`src/rtl/m_store_buffer.sv`:
```
// Store buffer between the M stage and the data-memory port.
// Stores are queued in a circular FIFO and drained in program order, one per cycle,
// whenever the memory port is not claimed by a load. A load that hits a buffered
// word (same 32-bit word address) is stalled until that entry has drained; no data
// is forwarded.
module m_store_buffer #(
  parameter int unsigned DEPTH = 4
) (
  input  logic                       clk,
  input  logic                       reset,
  input  logic                       st_valid,
  input  logic [31:0]                st_addr,
  input  logic [31:0]                st_data,
  input  logic [3:0]                 st_be,
  input  logic [31:0]                st_pc,
  output logic                       st_ready,
  input  logic                       ld_valid,
  input  logic [31:0]                ld_addr,
  output logic                       ld_stall,
  output logic                       dm_we,
  output logic [31:0]                dm_addr,
  output logic [31:0]                dm_wdata,
  output logic [3:0]                 dm_be,
  output logic [31:0]                dm_pc,
  output logic [$clog2(DEPTH):0]     count
);

  localparam int unsigned PtrW = $clog2(DEPTH);
  localparam int unsigned CntW = PtrW + 1;
  localparam logic [CntW-1:0] Full = CntW'(DEPTH);

  logic [31:0]      addr_q  [DEPTH];
  logic [31:0]      data_q  [DEPTH];
  logic [3:0]       be_q    [DEPTH];
  logic [31:0]      pc_q    [DEPTH];
  logic [DEPTH-1:0] valid_q, valid_d;
  logic [PtrW-1:0]  head_q, head_d, tail_q, tail_d;
  logic [CntW-1:0]  count_q, count_d;
  logic [DEPTH-1:0] match;
  logic             push, pop;

  // Byte offset of the load is irrelevant: conflicts are detected per word.
  logic unused_ld_low;
  assign unused_ld_low = ^ld_addr[1:0];

  // Handshake, conflict detection and drain control.
  always_comb begin
    match = '0;
    for (int i = 0; i < DEPTH; i++) begin
      match[i] = valid_q[i] && (addr_q[i][31:2] == ld_addr[31:2]);
    end
    st_ready = (count_q != Full);
    ld_stall = ld_valid && (|match);
    // A stalled load yields the port so its conflicting entry can drain.
    dm_we    = (count_q != '0) && (!ld_valid || ld_stall) && !reset;
    push     = st_valid && st_ready && !reset;
    pop      = dm_we;
  end

  assign dm_addr  = addr_q[head_q];
  assign dm_wdata = data_q[head_q];
  assign dm_be    = be_q[head_q];
  assign dm_pc    = pc_q[head_q];
  assign count    = count_q;

  // Next-state for pointers, occupancy and per-entry valid bits.
  always_comb begin
    head_d  = head_q;
    tail_d  = tail_q;
    count_d = count_q;
    valid_d = valid_q;
    if (pop) begin
      valid_d[head_q] = 1'b0;
      head_d          = head_q + PtrW'(1);
    end
    if (push) begin
      valid_d[tail_q] = 1'b1;
      tail_d          = tail_q + PtrW'(1);
    end
    case ({push, pop})
      2'b10:   count_d = count_q + CntW'(1);
      2'b01:   count_d = count_q - CntW'(1);
      default: count_d = count_q;
    endcase
  end

  // Control state; reset discards all entries without draining them.
  always_ff @(posedge clk) begin
    if (reset) begin
      head_q  <= '0;
      tail_q  <= '0;
      count_q <= '0;
      valid_q <= '0;
    end else begin
      head_q  <= head_d;
      tail_q  <= tail_d;
      count_q <= count_d;
      valid_q <= valid_d;
    end
  end

  // Entry payload storage; contents are only meaningful while the valid bit is set.
  always_ff @(posedge clk) begin
    if (push) begin
      addr_q[tail_q] <= st_addr;
      data_q[tail_q] <= st_data;
      be_q[tail_q]   <= st_be;
      pc_q[tail_q]   <= st_pc;
    end
  end

endmodule

```
`config.mk`:
```
export PLATFORM = sky130hd
export DESIGN_NAME = m_store_buffer
export DESIGN_NICKNAME = d
export VERILOG_FILES = /design/src/rtl/m_store_buffer.sv
export SDC_FILE = /design/constraint.sdc
export NUM_CORES = 1
export LEC_CHECK = 0
export ABC_AREA = 0
export CORE_ASPECT_RATIO = 1.2
export CORE_MARGIN = 5
export CORE_UTILIZATION = 44
export CTS_BUF_LIST = sky130_fd_sc_hd__clkbuf_4
export DETAILED_ROUTE_END_ITERATION = 12
export GPL_ROUTABILITY_DRIVEN = 0
export MAX_ROUTING_LAYER = met4
export PLACE_DENSITY = 0.67
export SKIP_CTS_REPAIR_TIMING = 1
export SLEW_MARGIN = 0
export SYNTH_ARGS = -nofsm -noshare
export SYNTH_HDL_FRONTEND = slang
export SYNTH_SLANG_ARGS = --single-unit
export TNS_END_PERCENT = 1
```
`constraint.sdc`:
```
create_clock -name clk -period 4.1 [get_ports clk]
set_input_delay 0.82 -clock clk [delete_from_list [all_inputs] [get_ports clk]]
set_output_delay 0.82 -clock clk [all_outputs]
set_load 0.02 [all_outputs]
```
**After elaboration in Yosys (flattened, before gate mapping)**

Memories as Yosys holds them, arrays and structs flattened. A register that Yosys moved wholly into a read port is not among the register bits.
Index checks and enable logic that the tools add are counted.
W data, S select, Z words.

- Add/sub/neg operators: 4
- Order comparisons: 4
- Equality and inequality tests: 7
- Muxes and demuxes: 17
- Bitwise logic cells: 3
- Reduce and logical (&&, ||, !) cells: 17

Operators by type and width:

| cell | number |
|---|---|
| $eq A30 B30 Y1 | 4 |
| $mux W2 | 8 |
| $logic_and A1 B1 Y1 | 11 |
| $mux W4 | 2 |
| $lt A2 B3 Y1 const B | 2 |
| $pmux W3 S2 | 1 |
| $add A2 B1 Y2 const B | 2 |
| $and A4 B4 Y4 | 1 |
| $demux W1 S2 | 2 |
| $ge A2 B1 Y1 const B | 2 |
| $mux W1 | 4 |
| $not A4 Y4 | 1 |
| $or A4 B4 Y4 | 1 |
| $reduce_or A4 Y1 | 1 |
| $add A3 B1 Y3 const B | 1 |
| $ne A3 B3 Y1 const B | 1 |
| $reduce_bool A3 Y1 | 1 |
| $sub A3 B1 Y3 const B | 1 |
| $eq A2 B1 Y1 const B | 1 |
| $eq A2 B2 Y1 const B | 1 |
| $logic_not A1 Y1 | 2 |
| $reduce_bool A2 Y1 | 1 |
| $logic_or A1 B1 Y1 | 1 |

- Register bits: 11
- Memory bits (writable): 400
- Input bits: 136
- Output and inout bits: 106
- Word-level logic and storage cells: 60
- Memories kept: 4

Memory list:

| name | depth | width | rd ports | clocked after Yosys merged registers in | write ports | line | RTL |
|---|---|---|---|---|---|---|---|
| addr_q | 4 | 32 | 5 | 1 | 1 | 32 | `logic [31:0] addr_q [DEPTH];` |
| data_q | 4 | 32 | 1 | 1 | 1 | 33 | `logic [31:0] data_q [DEPTH];` |
| pc_q | 4 | 32 | 1 | 1 | 1 | 35 | `logic [31:0] pc_q [DEPTH];` |
| be_q | 4 | 4 | 1 | 1 | 1 | 34 | `logic [3:0] be_q [DEPTH];` |

**Depth between registers and ports, before layout**

Gate-level depths: netlist of run 1.

- Depth after elaboration: 10
- Gate-level depth with buffers: 13
- Gate-level depth less buffers: 12

**Worst setup path before layout of run 1**

Ideal clock, no wire load.

- Path kind: reg2reg
- From: register count_q[0], in the netlist count[0]
- To: memory addr_q[0][0] (enable)
- Setup time: 0.453 ns
- Arrival: 3.388 ns
- Data required time: 3.647 ns
- Setup slack: 0.258 ns
- Stages on the path, launching flop included: 7
- Buffers on the path: 0
- Period minus slack after synthesis: 3.842 ns
- Path through: dfxtp_1 > inv_1 > nand3_1 > nand2_1 > nor2_1 > nand2_1 > inv_1

- Longest elaborated chain between the ends: 5

RTL lines:

| item | line | RTL |
|---|---|---|
| from (decl) | 38 | `logic [CntW-1:0] count_q, count_d;` |
| from (signal assigned) | 97 | `count_q <= count_d;` |
| $ne A3 B3 Y1 | 52 | `st_ready = (count_q != Full);` |
| net st_ready | 16 | `output logic st_ready,` |
| $logic_and A1 B1 Y1 (2 in series) | 56 | `push = st_valid && st_ready && !reset;` |
| $mux W1 | 104 | `if (push) begin` |
| $mux W1 (not written as such) | 105 | `addr_q[tail_q] <= st_addr;` |
| to (decl) | 32 |  |

The timed path passes the listed nets, and every way through them passes these cells.

**Worst setup path after layout of run 1**

- From: input port ld_addr[15]
- To: output port dm_we

- Longest elaborated chain between the ends: 7
- Elaborated cells between the ends (all ways): 13
- Classes of those cells: eq/ne (4); reduce/logical (9)

RTL lines:

| item | line | RTL |
|---|---|---|
| from (decl) | 18 | `input logic [31:0] ld_addr,` |
| $eq A30 B30 Y1 | 50 | `match[i] = valid_q[i] && (addr_q[i][31:2] == ld_addr[31:2]);` |
| $logic_and A1 B1 Y1 | 50 |  |
| $reduce_or A4 Y1 (*) | 53 | `ld_stall = ld_valid && (\|match);` |
| $logic_and A1 B1 Y1 (*) | 53 |  |
| $logic_or A1 B1 Y1 (*) | 55 | `dm_we = (count_q != '0) && (!ld_valid \|\| ld_stall) && !reset;` |
| $logic_and A1 B1 Y1 (*) (2 in series) | 55 |  |
| to (decl) | 20 | `output logic dm_we,` |

Every way passes the cells marked *; elsewhere a longest branch is shown, timed or not.

==> results of run 1 <==
-- power by group --
part,internal (mW),total [mW],switching [mW]
clock network,1.80,3.35,1.55
logic,1.04,1.98,0.941
registers,4.77,4.88,0.106
total,7.61,10.2,2.60
-- critical path, stage by stage --
cell and delay [ns]:
clkdlybuf4s50_1 0.52, buf_4 0.19, xnor2_1 0.15, buf_4 0.16, nand4_1 0.11, nor4_2 0.36
a22oi_2 0.19, nand3_2 0.11, and3_1 0.20, dlymetal6s2s_1 0.24
-- metal layers --
| layer | GRT usage | up-vias | wire length [um] |
|---|---|---|---|
| met3 | 0.07127 | 107 | 3545 |
| met2 | 0.3256 | 419 | 20850 |
| li1 | - | 4331 | - |
| met5 | - | - | 0 |
| met1 | 0.2274 | 4896 | 15710 |
| met4 | 0.1103 | 0 | 2087 |
-- sequential cells by signal, indices dropped and copies added, names as in the netlist, named ones only --
| name | cells |
|---|---|
| be_q | 16 |
| data_q | 128 |
| pc_q | 128 |
| count | 3 |
| tail_q | 2 |
| addr_q | 128 |
| head_q | 2 |
| valid_q | 4 |
-- worst paths after layout --
| kind | startpoint | end | slack (ns) | cells past startpoint |
|---|---|---|---|---|
| max | ld_addr[15] | dm_we | 0.24 | 10 |
| min | tail_q[1]$_SDFFE_PP0P_ | tail_q[1]$_SDFFE_PP0P_ | 0.50 | 2 |
| max reg2reg | addr_q[1][12]$_DFFE_PP_ | count[2]$_SDFFE_PP0P_ | 1.01 | 12 |
| min reg2reg | tail_q[1]$_SDFFE_PP0P_ | tail_q[1]$_SDFFE_PP0P_ | 0.50 | 2 |
-- metrics by stage --
stage / util / setup slack, ns / total power [mW] / instances / instance area [um2]
global placement: 0.5439 / -0.1471 / 6.956 / 1622 / 20650
detailed placement: 0.5439 / -0.1492 / 6.965 / 1622 / 20650
floorplan: - / 0.2585 / 5.989 / 840 / 16950
global route: 0.5802 / 0.1376 / 10.71 / 1805 / 22030
finish: 0.5802 / 0.2372 / 10.21 / 1805 / 22030
CTS: 0.5782 / -0.1721 / 10.37 / 1798 / 21950
-- final cells by class --
type                       count  area, um2
antenna                        7      17.52
clock buffer                 150       1126
clock inverter                26      176.4
fill                        2897      15940
inverter                      13      58.81
multi-input combinational    360       4330
sequential                   413      12280
tap                          480      600.6
timing repair buffer         356       3438
-- cells by family after synthesis --
family / count (synthesis) / share of synthesized area
fa+ha+maj: 10 / 0.007827
mux: 100 / 0.1329
xor+xnor: 123 / 0.06357
simple gates: 103 / 0.03581
buf+inv: 67 / 0.02355
compound gates: 24 / 0.01218
flops: 413 / 0.7242
-- layout by cell type (no fill, tap or decap), types with 11 or more instances in the layout --
cell,instances
edfxtp_1,400
clkdlybuf4s50_1,237
clkbuf_4,150
xnor2_1,120
buf_4,104
mux4_2,100
nand4_1,56
clkinv_1,17
buf_12,13
nor4_1,11
dfxtp_1,11
==> metrics.txt, run 1 <==
share of post-route cells with drive strength above 1 0.3027; most frequent cell after synthesis edfxtp_1; DPL Wire Length 29.64 mm; IO Count 242; Leakage 7.123 nW; count of final setup violators 0; largest net degree at the start of global routing 42; Via density 5.403; global-route wire length before repair 62.91 mm; # rows 78; drt first pass iters 5; Initial DRC Count 612; max-slew violation count 0; peak supply drop 0.0003443 V; initial antenna violation count 7; PortBufs 239; register area share after synthesis 0.7242; Req. time, crit path 3.28 ns; Maximum Capacitance Violations 0; Worst Path Arrival 3.04 ns; power per cell area 463.5 nW/um2; Tot GR Track Use 0.2044; Post-Syn Instances 840; Area Overhead vs Synth 29.98%; RSZ-0062 raised after global routing no; full die area 42560 um2; Post-Syn Nets 986; CP endpoint kind primary output; largest cells by area after synthesis edfxtp_1 (71%), mux4_2 (13%), xnor2_1 (6.3%); worst slew pin tran 0.6064 ns; Mapped Avg Cell Area 20.17 um2; Clock Latency Late Sink 0.77 ns; Unique masters post-synth 33; Synth Flop Type edfxtp_1; Seq cells post-synth 413; grt total ovfl 0; Yosys top cell area share 0.7088; Total Wirelength 42.18 mm; layout net count 1392; post-route ant nets 0; Post-synth top cells edfxtp_1 (400), xnor2_1 (121), mux4_2 (100); clk root buf clkbuf_4; vias in the first global route 10650; critical path class input port to primary output; CTS max path bufs 3; Final period util 0.9421; critical path launch point type input port; status finished clean; hold_ws 0.5001 ns; critical path fanouts, max 4; minimum clock period 3.863 ns; Worst-path clk slew 0.06 ns; CTS Sinks 413; Yosys top cell by area edfxtp_1; clk_skew 0.04522 ns; H-tree levels 3; CTS tree done; Post-synth EDFFs 400; async set or reset register ratio after synthesis 0; Die Wd 189.2 um; DIE HEIGHT 225.0 um; CTS Buf Count 102; core area 37960 um2; drt drc 0; Hold Violations, Final 0; Rel. slew slack 0.5942; Hold Path Class flip-flop to flip-flop; Mapped Area 16950 um2; Initial Utilization 0.4464; Syn. warnings 0; drt wl/cell 23.37 um; Max Freq 258.9 MHz; total negative slack 0 ns; Via Count 9753
No activity file was read; power rests on OpenSTA's default activity.
==> run 2: changes to the inputs <==
- ABC_AREA: 0 -> 1
- PLACE_DENSITY: 0.67 -> 0.66
==> run 2 against run 1 <==
  * Core utilization shrank 1.8 points
  * Sequential power is 1% lower
  * Critical path type is now flip-flop to primary output
  * Largest power group unchanged
  * Sequential share of layout area grew 0.33 points
  * Synthesized area is 2.7% higher
  * Final cell count rose by 37%
  * Setup slack worse by 0.033 ns
  * Combinational power fell by 14%
  * Hold slack got worse by 0.0067 ns
  * Global-route usage is 1.5 points higher
  * Non-clock buffer count is 83 lower
  * Routed wire length increased by 12%
==> metrics.txt, run 2 <==
status finished clean; R2R cell count 17 (+5); H-tree levels 3 (unchanged); CP endpoint kind primary output; Post-Syn Instances 1564 (+86%); non-filler cells, final 2481 (+37%); Syn. warnings 0 (unchanged); post-route ant nets 0 (unchanged); Maximum Capacitance Violations 0 (unchanged); commonest non-fill, non-tap cells in the layout edfxtp_1 (400), nand2_1 (292), nor2_1 (245); Hold Violations, Final 0 (unchanged); layout net count 2019 (+45%); clk root buf clkbuf_4; # rows 79 (+1.3%); max-slew violation count 0 (unchanged); Worst-path clk slew 0.07 ns (about the same); Placement Setup Slack 0.1035 ns (+0.2527 ns); register area share after synthesis 0.7049 (-0.01926); worst slew pin tran 0.7068 ns (+0.1004 ns); Initial DRC Count 876 (+43%); drt first pass iters 5 (unchanged); vias in the first global route 12760 (+20%); Initial Utilization 0.4470 (+0.0006438); DPL Wire Length 29.91 mm (+0.92%); PortBufs 239 (unchanged); Post-synth top cells edfxtp_1 (400), nand2_1 (292), nor2_1 (245); minimum clock period 3.896 ns (+0.03282 ns); registers with the most flip-flops addr_q (128), data_q (128), pc_q (128); critical path fanouts, max 36 (+32); Mapped Avg Cell Area 11.13 um2 (-45%); area of the multi-input gates 4414 um2 (+1.9%); crit path max-delay cell type clkdlybuf4s50_1; r2r setup slk 1.33 ns (+0.32 ns); largest cells by area after synthesis edfxtp_1 (69%), nand2_1 (6.3%), o21ai_0 (6.1%); final instance area 21890 um2 (-0.60%); reg-to-reg endpoint count[2]$_SDFFE_PP0P_; full die area 43660 um2 (+2.6%); drt wl/cell 18.96 um (-19%); CP bufs+invs 3 (-1); Yosys top cell by area edfxtp_1; Max Freq 256.7 MHz (-0.84%); core area 38940 um2 (+2.6%); Pwr Total 9.886 mW (-3.2%); power per cell area 451.5 nW/um2 (-2.6%); DIE HEIGHT 227.9 um (+1.3%); Yosys top cell area share 0.6900 (-0.01885); CTS tree done; Synth Flop Type edfxtp_1; share of post-route cells with drive strength above 1 0.1195 (-0.1832); instance count on the critical path 5 (-5); initial antenna violation count 4 (-3); Mapped Area 17410 um2 (+2.7%); placed cell area 20580 um2 (-0.31%); Post-synth EDFFs 400 (unchanged); # fillers 3363 (+16%); Setup WS post-layout 0.2044 ns (-0.03282 ns); Rel. slew slack 0.5288 (-0.06542); Via density 5.203 (-3.7%); critical path class flip-flop to primary output; commonest non-fill, non-tap cell in the layout edfxtp_1; Req. time, crit path 3.28 ns (about the same); Area Overhead vs Synth 25.77%; CTS max path bufs 3 (unchanged); Post-Syn Nets 1710 (+73%); Clock Latency Late Sink 0.84 ns (+0.07 ns); Reg area 12280 um2 (about the same); Hold Path Class flip-flop to flip-flop; drt drc 0 (unchanged); Final period util 0.9502 (+0.008006); Crit Reg-Reg Startpoint addr_q[3][3]$_DFFE_PP_; CTS Sinks 413 (unchanged); peak supply drop 0.0003110 V (-9.7%); count of final setup violators 0 (unchanged); CP top delay family buffers and inverters; async set or reset register ratio after synthesis 0 (unchanged); Worst Path Arrival 3.08 ns (+0.04 ns); most frequent cell after synthesis edfxtp_1; IO Count 242 (unchanged); Inst Count DP 2296 (+42%); Tot GR Track Use 0.2199 (+0.01542); Die Wd 191.6 um (+1.3%); clk_skew 0.05739 ns (+0.01217 ns); Critical Path Sink dm_addr[14]; Unique masters post-synth 27 (-18%); CTS Buf Count 101 (-0.98%); Critical Path Max Stage Delay 0.67 ns (+0.15 ns); largest net degree at the start of global routing 116 (+180%); Via Count 12910 (+32%); critical path launch point type flip-flop; total negative slack 0 ns (unchanged); Cell Chain, Critical Path inv_4 > buf_4 > o21ai_0 > o22ai_1 > clkdlybuf4s50_1; grt total ovfl 0 (unchanged); Total Wirelength 47.04 mm (+12%); Seq cells post-synth 413 (unchanged); global-route wire length before repair 71.85 mm (+14%); RSZ-0062 raised after global routing no; Leakage 8.164 nW (+15%)
[run 2: cell count changes after synthesis, moves of 17 or more]
| cell | previous run | this run |
|---|---|---|
| inv_2 | 0 | 30 |
| buf_4 | 26 | 0 |
| mux4_2 | 100 | 0 |
| o21ai_0 | 1 | 213 |
| xnor2_1 | 121 | 10 |
| inv_1 | 12 | 92 |
| clkbuf_1 | 13 | 58 |
| nand2_1 | 8 | 292 |
| o22ai_1 | 0 | 80 |
| a21oi_1 | 3 | 55 |
| o21ai_1 | 0 | 28 |
| nor2_1 | 5 | 245 |
| nand4_1 | 56 | 0 |
| nor4_1 | 17 | 0 |
[run 2: per-stage QoR]
| step | util | hold slack (ns) |
|---|---|---|
| after global placement | 0.5285 | 0.4709 |
| after detailed placement | 0.5285 | 0.4901 |
| final | 0.5622 | 0.4934 |
| after CTS | 0.5615 | 0.4954 |
| after floorplan | - | 0.4830 |
| after global routing | 0.5621 | 0.5300 |
[run 2: worst register-to-register path, cell delays in order (launching register included)]
cell,delay [ns]
edfxtp_1,0.40
xnor2_1,0.15
buf_4,0.16
nand3_1,0.08
nor2_1,0.22
nand2_1,0.10
nor2_2,0.16
nor2_4,0.06
nand3_4,0.08
nand2_2,0.06
inv_1,0.10
ha_1,0.15
inv_1,0.07
fa_1,0.38
a21oi_1,0.14
o21ai_0,0.11
o21ai_0,0.16
a21oi_1,0.05
[run 2: worst min path at each step]
stage / start / endpoint / slack [ns] / depth (start not counted)
after global placement: count[0]$_SDFFE_PP0P_ / count[0]$_SDFFE_PP0P_ / 0.47 / 1
after global routing: st_pc[6] / pc_q[2][6]$_DFFE_PP_ / 0.53 / 1
after detailed placement: count[0]$_SDFFE_PP0P_ / count[0]$_SDFFE_PP0P_ / 0.49 / 1
final: count[0]$_SDFFE_PP0P_ / count[0]$_SDFFE_PP0P_ / 0.49 / 1
after floorplan: head_q[0]$_SDFFE_PP0N_ / flip-flop / 0.48 / 2
after CTS: count[0]$_SDFFE_PP0P_ / count[0]$_SDFFE_PP0P_ / 0.50 / 1
[run 2: power by group]
group / switching [mW] / total [mW] / internal [mW]
Combinational: 1.03 / 1.71 / 0.685
Clock: 1.63 / 3.34 / 1.71
Sequential: 0.0648 / 4.83 / 4.77
Total: 2.73 / 9.89 / 7.16
[run 2: final cells by class]
type / instances / area share
well taps: 526 / 0.03006
inverters: 122 / 0.02183
multi-input cells: 962 / 0.2016
clock inverters: 41 / 0.01091
diodes: 5 / 0.0005715
clock buffers: 139 / 0.04766
repair buffers: 273 / 0.1266
flip-flops and latches: 413 / 0.5607
[run 2: logic make-up after synthesis]
logic type,after synthesis,share of synthesized area
xor gates and xnor gates,13,0.006540
and+or+nand+nor,560,0.1243
buffers and inverters,189,0.04154
adders and majority gates,10,0.007618
DFF,413,0.7049
AOI/OAI and AO/OA,379,0.1151
[run 2: routing by layer]
metal  global-route usage  vias to the layer above  part of all wire
met2               0.3525                      512              0.50
met5                    -                        -                 0
met1               0.2605                     6169              0.39
met4              0.08509                        0             0.026
met3              0.06844                       85             0.085
li1                     -                     6143                 -
